==> src/rtl/rf_writeback_if.sv <==
// Interface for the register-file writeback stage.
// It carries the ALU result bus, the load offer/ready handshake, the PC step
// request, and the registered register-file outputs.
//   master : the upstream pipeline or bench. It drives alu_*, ld_valid/addr/data
//            and pc_advance, and observes the RF_* outputs and status.
//   slave  : rf_writeback itself.
interface rf_writeback_if #(
   parameter int unsigned ADDRLEN  = 4,
   parameter int unsigned DBUSLEN  = 32,
   parameter int unsigned FLAGSLEN = 32
);
   logic                alu_valid;
   logic                alu_wen;
   logic [ADDRLEN-1:0]  alu_addr;
   logic [DBUSLEN-1:0]  alu_data;
   logic                alu_fen;
   logic [FLAGSLEN-1:0] alu_flags;
   logic                ld_valid;
   logic                ld_ready;
   logic [ADDRLEN-1:0]  ld_addr;
   logic [DBUSLEN-1:0]  ld_data;
   logic                pc_advance;
   logic [ADDRLEN-1:0]  RF_Addr_Write;
   logic [DBUSLEN-1:0]  RF_Bus_Write;
   logic                RF_Load_Write;
   logic [FLAGSLEN-1:0] RF_Flags_Write;
   logic                RF_Load_Flags;
   logic [DBUSLEN-1:0]  RF_PC_Write;
   logic                wb_busy;
   logic                flush;

   modport master (
      output alu_valid, alu_wen, alu_addr, alu_data, alu_fen, alu_flags,
      output ld_valid, ld_addr, ld_data, pc_advance,
      input  ld_ready, RF_Addr_Write, RF_Bus_Write, RF_Load_Write,
      input  RF_Flags_Write, RF_Load_Flags, RF_PC_Write, wb_busy, flush
   );

   modport slave (
      input  alu_valid, alu_wen, alu_addr, alu_data, alu_fen, alu_flags,
      input  ld_valid, ld_addr, ld_data, pc_advance,
      output ld_ready, RF_Addr_Write, RF_Bus_Write, RF_Load_Write,
      output RF_Flags_Write, RF_Load_Flags, RF_PC_Write, wb_busy, flush
   );
endinterface

==> src/rtl/rf_writeback.sv <==
// Register-file writeback stage.
// The stage chooses at most one register write per cycle. An ALU write has
// priority. Otherwise the head of a 2-entry load buffer is written. A flags
// update travels on its own port. A write to r15 redirects the PC and
// raises flush for one cycle. All RF_* outputs are registered, so they
// appear one cycle after the selection.
// Ports:
//   sysclk : clock, rising edge.
//   nreset : asynchronous active-low reset.
//   bus    : rf_writeback_if.slave. It carries the ALU inputs, the load
//            handshake, pc_advance, the RF_* outputs, wb_busy and flush.
module rf_writeback #(
   parameter int unsigned        ADDRLEN  = 4,
   parameter int unsigned        DBUSLEN  = 32,
   parameter int unsigned        FLAGSLEN = 32,
   parameter logic [DBUSLEN-1:0] RESET_PC = '0
) (
   input logic           sysclk,
   input logic           nreset,
   rf_writeback_if.slave bus
);

   localparam logic [ADDRLEN-1:0] PcAddr = ADDRLEN'(15);

   typedef enum logic [1:0] {CntEmpty, CntOne, CntFull} cnt_e;

   cnt_e                          cnt_q, cnt_d;
   logic [1:0][ADDRLEN-1:0]       ent_addr_q, ent_addr_d;
   logic [1:0][DBUSLEN-1:0]       ent_data_q, ent_data_d;

   logic                          load_write_q;
   logic [ADDRLEN-1:0]            addr_write_q;
   logic [DBUSLEN-1:0]            bus_write_q;
   logic                          load_flags_q;
   logic [FLAGSLEN-1:0]           flags_write_q;
   logic                          flush_q;
   logic [DBUSLEN-1:0]            pc_q;

   logic                          alu_wr, alu_flag;
   logic                          occ0, occ1, keep0, keep1;
   logic                          ld_ready, push;
   logic                          wr_valid, redirect;
   logic [ADDRLEN-1:0]            wr_addr;
   logic [DBUSLEN-1:0]            wr_data;
   logic [1:0]                    n_keep, n_total;

   // Write selection, pop and squash.
   always_comb begin
      alu_wr   = bus.alu_valid & bus.alu_wen;
      alu_flag = bus.alu_valid & bus.alu_fen;
      occ0     = (cnt_q != CntEmpty);
      occ1     = (cnt_q == CntFull);
      // ld_ready reflects the occupancy at the edge, so a full buffer never
      // takes a load even when a slot frees up in the same cycle.
      ld_ready = (cnt_q != CntFull);
      push     = bus.ld_valid & ld_ready;
      keep0    = occ0;
      keep1    = occ1;
      wr_valid = 1'b0;
      wr_addr  = ent_addr_q[0];
      wr_data  = ent_data_q[0];
      if (alu_wr) begin
         wr_valid = 1'b1;
         wr_addr  = bus.alu_addr;
         wr_data  = bus.alu_data;
         // A queued load to the same register is older than the ALU result.
         // Drop it so that it cannot overwrite the newer value later.
         if (ent_addr_q[0] == bus.alu_addr) keep0 = 1'b0;
         if (ent_addr_q[1] == bus.alu_addr) keep1 = 1'b0;
      end else if (occ0) begin
         wr_valid = 1'b1;
         keep0    = 1'b0;
      end
      redirect = wr_valid & (wr_addr == PcAddr);
   end

   // Buffer next state: compact the surviving entries, then append the push.
   always_comb begin
      ent_addr_d = ent_addr_q;
      ent_data_d = ent_data_q;
      n_keep     = 2'd0;
      case ({keep1, keep0})
         2'b00: n_keep = 2'd0;
         2'b01: n_keep = 2'd1;
         2'b10: begin
            ent_addr_d[0] = ent_addr_q[1];
            ent_data_d[0] = ent_data_q[1];
            n_keep        = 2'd1;
         end
         2'b11: n_keep = 2'd2;
         default: n_keep = 2'd0;
      endcase
      n_total = n_keep;
      if (push) begin
         ent_addr_d[n_keep[0]] = bus.ld_addr;
         ent_data_d[n_keep[0]] = bus.ld_data;
         n_total               = n_keep + 2'd1;
      end
      case (n_total)
         2'd0:    cnt_d = CntEmpty;
         2'd1:    cnt_d = CntOne;
         default: cnt_d = CntFull;
      endcase
   end

   always_ff @(posedge sysclk or negedge nreset) begin
      if (!nreset) begin
         cnt_q         <= CntEmpty;
         ent_addr_q    <= '0;
         ent_data_q    <= '0;
         load_write_q  <= 1'b0;
         addr_write_q  <= '0;
         bus_write_q   <= '0;
         load_flags_q  <= 1'b0;
         flags_write_q <= '0;
         flush_q       <= 1'b0;
         pc_q          <= RESET_PC;
      end else begin
         cnt_q        <= cnt_d;
         ent_addr_q   <= ent_addr_d;
         ent_data_q   <= ent_data_d;
         // A write to r15 goes to the PC, not to the register file.
         load_write_q <= wr_valid & ~redirect;
         if (wr_valid & ~redirect) begin
            addr_write_q <= wr_addr;
            bus_write_q  <= wr_data;
         end
         load_flags_q <= alu_flag;
         if (alu_flag) flags_write_q <= bus.alu_flags;
         flush_q <= redirect;
         if (redirect) begin
            pc_q <= {wr_data[DBUSLEN-1:2], 2'b00};
         end else if (bus.pc_advance) begin
            pc_q <= pc_q + DBUSLEN'(4);
         end
      end
   end

   assign bus.ld_ready       = ld_ready;
   assign bus.wb_busy        = (cnt_q != CntEmpty);
   assign bus.RF_Load_Write  = load_write_q;
   assign bus.RF_Addr_Write  = addr_write_q;
   assign bus.RF_Bus_Write   = bus_write_q;
   assign bus.RF_Load_Flags  = load_flags_q;
   assign bus.RF_Flags_Write = flags_write_q;
   assign bus.flush          = flush_q;
   assign bus.RF_PC_Write    = pc_q;

endmodule

==> src/flat_wrapper.sv <==
// flat-port wrapper written by rule: the top's interface ports become plain ports
module rf_writeback_flat 
#(
   parameter int unsigned        ADDRLEN  = 4,
   parameter int unsigned        DBUSLEN  = 32,
   parameter int unsigned        FLAGSLEN = 32,
   parameter logic [DBUSLEN-1:0] RESET_PC = '0
)
  (sysclk, nreset, bus_alu_valid, bus_alu_wen, bus_alu_addr, bus_alu_data, bus_alu_fen, bus_alu_flags, bus_ld_valid, bus_ld_addr, bus_ld_data, bus_pc_advance, bus_ld_ready, bus_RF_Addr_Write, bus_RF_Bus_Write, bus_RF_Load_Write, bus_RF_Flags_Write, bus_RF_Load_Flags, bus_RF_PC_Write, bus_wb_busy, bus_flush);
  rf_writeback_if #(.ADDRLEN(ADDRLEN), .DBUSLEN(DBUSLEN), .FLAGSLEN(FLAGSLEN)) bus_i ();
  input logic sysclk;
  input logic nreset;
  input wire logic [$bits(bus_i.alu_valid)-1:0] bus_alu_valid;
  input wire logic [$bits(bus_i.alu_wen)-1:0] bus_alu_wen;
  input wire logic [$bits(bus_i.alu_addr)-1:0] bus_alu_addr;
  input wire logic [$bits(bus_i.alu_data)-1:0] bus_alu_data;
  input wire logic [$bits(bus_i.alu_fen)-1:0] bus_alu_fen;
  input wire logic [$bits(bus_i.alu_flags)-1:0] bus_alu_flags;
  input wire logic [$bits(bus_i.ld_valid)-1:0] bus_ld_valid;
  input wire logic [$bits(bus_i.ld_addr)-1:0] bus_ld_addr;
  input wire logic [$bits(bus_i.ld_data)-1:0] bus_ld_data;
  input wire logic [$bits(bus_i.pc_advance)-1:0] bus_pc_advance;
  output wire logic [$bits(bus_i.ld_ready)-1:0] bus_ld_ready;
  output wire logic [$bits(bus_i.RF_Addr_Write)-1:0] bus_RF_Addr_Write;
  output wire logic [$bits(bus_i.RF_Bus_Write)-1:0] bus_RF_Bus_Write;
  output wire logic [$bits(bus_i.RF_Load_Write)-1:0] bus_RF_Load_Write;
  output wire logic [$bits(bus_i.RF_Flags_Write)-1:0] bus_RF_Flags_Write;
  output wire logic [$bits(bus_i.RF_Load_Flags)-1:0] bus_RF_Load_Flags;
  output wire logic [$bits(bus_i.RF_PC_Write)-1:0] bus_RF_PC_Write;
  output wire logic [$bits(bus_i.wb_busy)-1:0] bus_wb_busy;
  output wire logic [$bits(bus_i.flush)-1:0] bus_flush;
  assign bus_i.alu_valid = bus_alu_valid;
  assign bus_i.alu_wen = bus_alu_wen;
  assign bus_i.alu_addr = bus_alu_addr;
  assign bus_i.alu_data = bus_alu_data;
  assign bus_i.alu_fen = bus_alu_fen;
  assign bus_i.alu_flags = bus_alu_flags;
  assign bus_i.ld_valid = bus_ld_valid;
  assign bus_i.ld_addr = bus_ld_addr;
  assign bus_i.ld_data = bus_ld_data;
  assign bus_i.pc_advance = bus_pc_advance;
  assign bus_ld_ready = bus_i.ld_ready;
  assign bus_RF_Addr_Write = bus_i.RF_Addr_Write;
  assign bus_RF_Bus_Write = bus_i.RF_Bus_Write;
  assign bus_RF_Load_Write = bus_i.RF_Load_Write;
  assign bus_RF_Flags_Write = bus_i.RF_Flags_Write;
  assign bus_RF_Load_Flags = bus_i.RF_Load_Flags;
  assign bus_RF_PC_Write = bus_i.RF_PC_Write;
  assign bus_wb_busy = bus_i.wb_busy;
  assign bus_flush = bus_i.flush;
  rf_writeback #(.ADDRLEN(ADDRLEN), .DBUSLEN(DBUSLEN), .FLAGSLEN(FLAGSLEN), .RESET_PC(RESET_PC)) u_core (.sysclk(sysclk), .nreset(nreset), .bus(bus_i));
endmodule
==> config.mk <==
export PLATFORM = sky130hd
export DESIGN_NAME = rf_writeback_flat
export DESIGN_NICKNAME = d
export VERILOG_FILES = /design/src/rtl/rf_writeback_if.sv /design/src/rtl/rf_writeback.sv /design/src/flat_wrapper.sv
export SDC_FILE = /design/constraint.sdc
export NUM_CORES = 1
export LEC_CHECK = 0
export ABC_CLOCK_PERIOD_IN_PS = 5870
export CAP_MARGIN = 20
export CELL_PAD_IN_SITES_DETAIL_PLACEMENT = 1
export CELL_PAD_IN_SITES_GLOBAL_PLACEMENT = 1
export CORE_ASPECT_RATIO = 1.75
export CORE_MARGIN = 10
export CORE_UTILIZATION = 41
export DETAILED_ROUTE_END_ITERATION = 16
export PLACE_DENSITY_LB_ADDON = 0.12
export SYNTH_ARGS = -nofsm -noshare
export SYNTH_HDL_FRONTEND = slang
export SYNTH_SLANG_ARGS = --single-unit
==> constraint.sdc <==
create_clock -name sysclk -period 5.87 [get_ports sysclk]
set_input_delay 0.587 -clock sysclk [delete_from_list [all_inputs] [get_ports sysclk]]
set_output_delay 0.587 -clock sysclk [all_outputs]
set_load 0.005 [all_outputs]
==> summary.txt <==
STA
  – Fin crit share: 54.2%
  – Clock Skews: 0.0105 ns
  – Max-slew violations: 0
  – Unrepaired setup endpoints after global routing: false
  – Slew margin rel.: 37.9%
  – Setup TNS Final: 0 ns
  – Fmax: 0.314 GHz
  – Final Critical Period: 3.18 ns
  – # setup viols final: 0
  – Actual slew at the worst max-slew pin: 0.931 ns
  – Final hold vios: 0

CTS
  – Post-CTS Hold Buffers: 0
  – CTS tree: done
  – CTS Root Cell: clkbuf_16
  – H-tree levels: 4
  – CTS buffer count: 17
  – Num Clock Sinks: 175
  – Clock Tree Buf Depth: 2
  – Post-CTS Resized: 0
  – Clk slew on worst S/H paths: 0.07 ns
  – Clock Latency Late Sink: 0.43 ns
  – Setup repair bufs after CTS: 0

Setup path
  – CP Data Required Time: 6.18 ns
  – CP Launch Type: input pin
  – CP max FO: 37
  – R2R depth: 7
  – Element type at the critical path end: register
  – R2r startpoint: u_core.ent_addr_q[5]
  – Crit Path Category: in2reg
  – CP arrival: 3.49 ns
  – Critical Path Source: bus_alu_addr[1]
  – R2R setup slack: 3.01 ns
  – RR Endpoint: u_core.ent_data_q[38]

Power
  – Gate power share: 34.4%
  – Cell-internal power: 3.28 mW
  – P_sw: 1.58 mW
  – Sequential power share: 43.1%
  – Leak: 4.50 nW
  – Cell Pwr Density: 448 nW/um^2
  – Clock power share: 22.6%
  – Power consumption: 4.86 mW
  – Maximum vdd drop: 0.249 mV
  – Net Sw Frac: 32.5%

Drt
  – WL/cell: 21.7 um
  – DR vias: 6183
  – Met3 WL: 1890 um
  – Post-route ant nets: 0
  – Wl on met1: 9110 um
  – Residual DRC: 0
  – DRT Wirelength: 24800 um
  – Routed vias/inst: 5.42
  – Met2 Wirelength: 13300 um
  – Uppermost layer routed: met4
  – Initial drt markers: 357
  – First drt pass iteration count: 4

Synthesis
  – Ys flop type: dfrtp_1
  – Post-synthesis compound-gate area fraction: 10.1%
  – Synth unique cells: 48
  – Largest area contributor in the synthesized netlist: dfrtp_1
  – Seq/Total Area, Yosys: 55.2%
  – Yosys top cell area share: 55.2%
  – Warnings, synthesis: 0
  – Post-Synthesis Cells: 693
  – Area of the mapped netlist: 7930 um^2
  – Adder-Cell Fraction of Synth Area: 1.04%
  – Most frequent cell after synthesis: dfrtp_1
  – Yosys reg bits: 175
  – Post-synth top cells: 175 x dfrtp_1, 74 x mux2i_1, 67 x mux2_2, 63 x nand2_1, 46 x nor2_1
  – Syn avg cell area: 11.4 um^2
  – Post-synth ARST share: 100%
  – Simple-gate share of the synthesized area: 9.91%
  – Top post-synthesis cells by area: dfrtp_1 55%, mux2_2 9.5%, mux2i_1 9.3%, nand2_1 3.0%, a21oi_1 2.7%
  – EDFF count, synth: 0
  – Main combinational cell family by area after synthesis: multiplexers
  – Mux cell area share after synthesis: 18.9%
  – XOR/XNOR Fraction of Synth Area: 1.66%

Die
  – Core area: 19100 um^2
  – Die H: 204 um
  – Std cell rows: 67
  – Die area: 25500 um^2
  – I/O pin count: 216
  – Die W: 125 um
  – Initial core utilization: 41.5%

Finish
  – Register area: 4380 um^2
  – Multi-input gate area: 3320 um^2
  – Layout area overhead: 36.6%
  – Layout cells sized above 1: 13.6%
  – # nets final: 1004
  – Fill cell count: 2052

Global routing
  – Gr usage total: 19.4%
  – Total global routing overflow: 0
  – Initial antenna violation count: 2
  – Vias in the first global route: 7061
  – First-pass GRT wire length: 39800 um
  – Largest net degree at the start of global routing: 112

Min path
  – HP Class: in2async

Run
  – MaxCap Viol Count: 0

Placement
  – Final HPWL DP: 18200 um
  – PortBufs: 213
  – Gpl congestion: 0.842

Run status
  – Outcome: completed
-- sequential cells by signal (all words and copies together) (netlist names) --
register                   flops
u_core.bus.RF_Flags_Write     32
u_core.bus.flush               1
u_core.bus.RF_PC_Write        30
u_core.bus.RF_Bus_Write       32
u_core.bus.RF_Load_Write       1
u_core.cnt_q                   2
u_core.bus.RF_Load_Flags       1
u_core.bus.RF_Addr_Write       4
u_core.ent_data_q             64
u_core.ent_addr_q              8
-- metrics by stage --
stage,setup slack (ns),hold slack (ns),utilization [%],instance area [um^2],std cells
final,2.69,0.115,56.7,10800,1141
after global placement,2.44,0.487,53.4,10200,1107
after global routing,2.51,0.153,56.7,10800,1141
after CTS,2.73,0.367,56.4,10800,1138
after detailed placement,2.29,0.496,53.4,10200,1107
after floorplan,3.05,0.291,-,7930,694
-- how the worst max path moves through the flow --
| stage | end | cells past startpoint |
|---|---|---|
| 3_5_place_dp | u_core.ent_data_q[27] | 7 |
| 2_1_floorplan | u_core.ent_data_q[35] | 10 |
| 3_3_place_gp | u_core.ent_data_q[38] | 8 |
| 5_1_grt | u_core.ent_data_q[38] | 9 |
| 6_report | u_core.ent_data_q[38] | 9 |
| 4_1_cts | u_core.ent_data_q[38] | 9 |
-- kinds of logic after synthesis --
| logic type | Yosys count |
|---|---|
| adders and majority gates | 6 |
| and+or+nand+nor | 168 |
| DFF | 175 |
| xor gates and xnor gates | 15 |
| other | 1 |
| buffers and inverters | 58 |
| muxes | 141 |
| AOI/OAI and AO/OA | 129 |
-- critical path: stages --
cell             delay, ns
clkdlybuf4s50_1       0.55
inv_1                 0.09
o22ai_1               0.20
nor2_1                0.09
a31oi_1               0.29
ha_2                  0.36
inv_1                 0.08
ha_2                  0.80
mux2_2                0.43
-- power by group through the flow --
stage                     Sequential (mW)  Combinational, mW  Clock [mW]
final                                2.09               1.67        1.10
after floorplan                      2.01              0.782           0
after global routing                 2.16               1.84        1.18
after detailed placement             2.11               1.68           0
after CTS                            2.09               1.70        1.12
after global placement               2.07               1.61           0
-- layer usage --
layer,global-route usage (%),up-vias
met2,35.6,181
met3,7.30,26
met1,19.7,3127
li1,-,2849
met5,0,-
met4,6.07,0
-- cell usage in the layout (no fill, tap or decap), types with 11 or more instances in the layout --
cell type	count
dfrtp_1	175
clkdlybuf4s50_1	212
inv_1	11
nand2_1	62
clkbuf_16	17
mux2_2	67
mux2i_1	74
xnor2_1	11
nor4_1	14
o21ai_0	40
nand4_1	14
a21oi_1	43
o31a_1	23
nor2_1	46
-- final cells by class --
type | instances | share of cell area [%]
Tap cell | 241 | 2.78
Sequential cell | 175 | 40.4
Inverter | 11 | 0.381
Multi-Input combinational cell | 461 | 30.6
Timing Repair Buffer | 221 | 20.5
Clock buffer | 20 | 4.22
Clock inverter | 11 | 1.00
Antenna cell | 1 | 0.0231
Note: power is estimated with default switching activity, not from simulation.
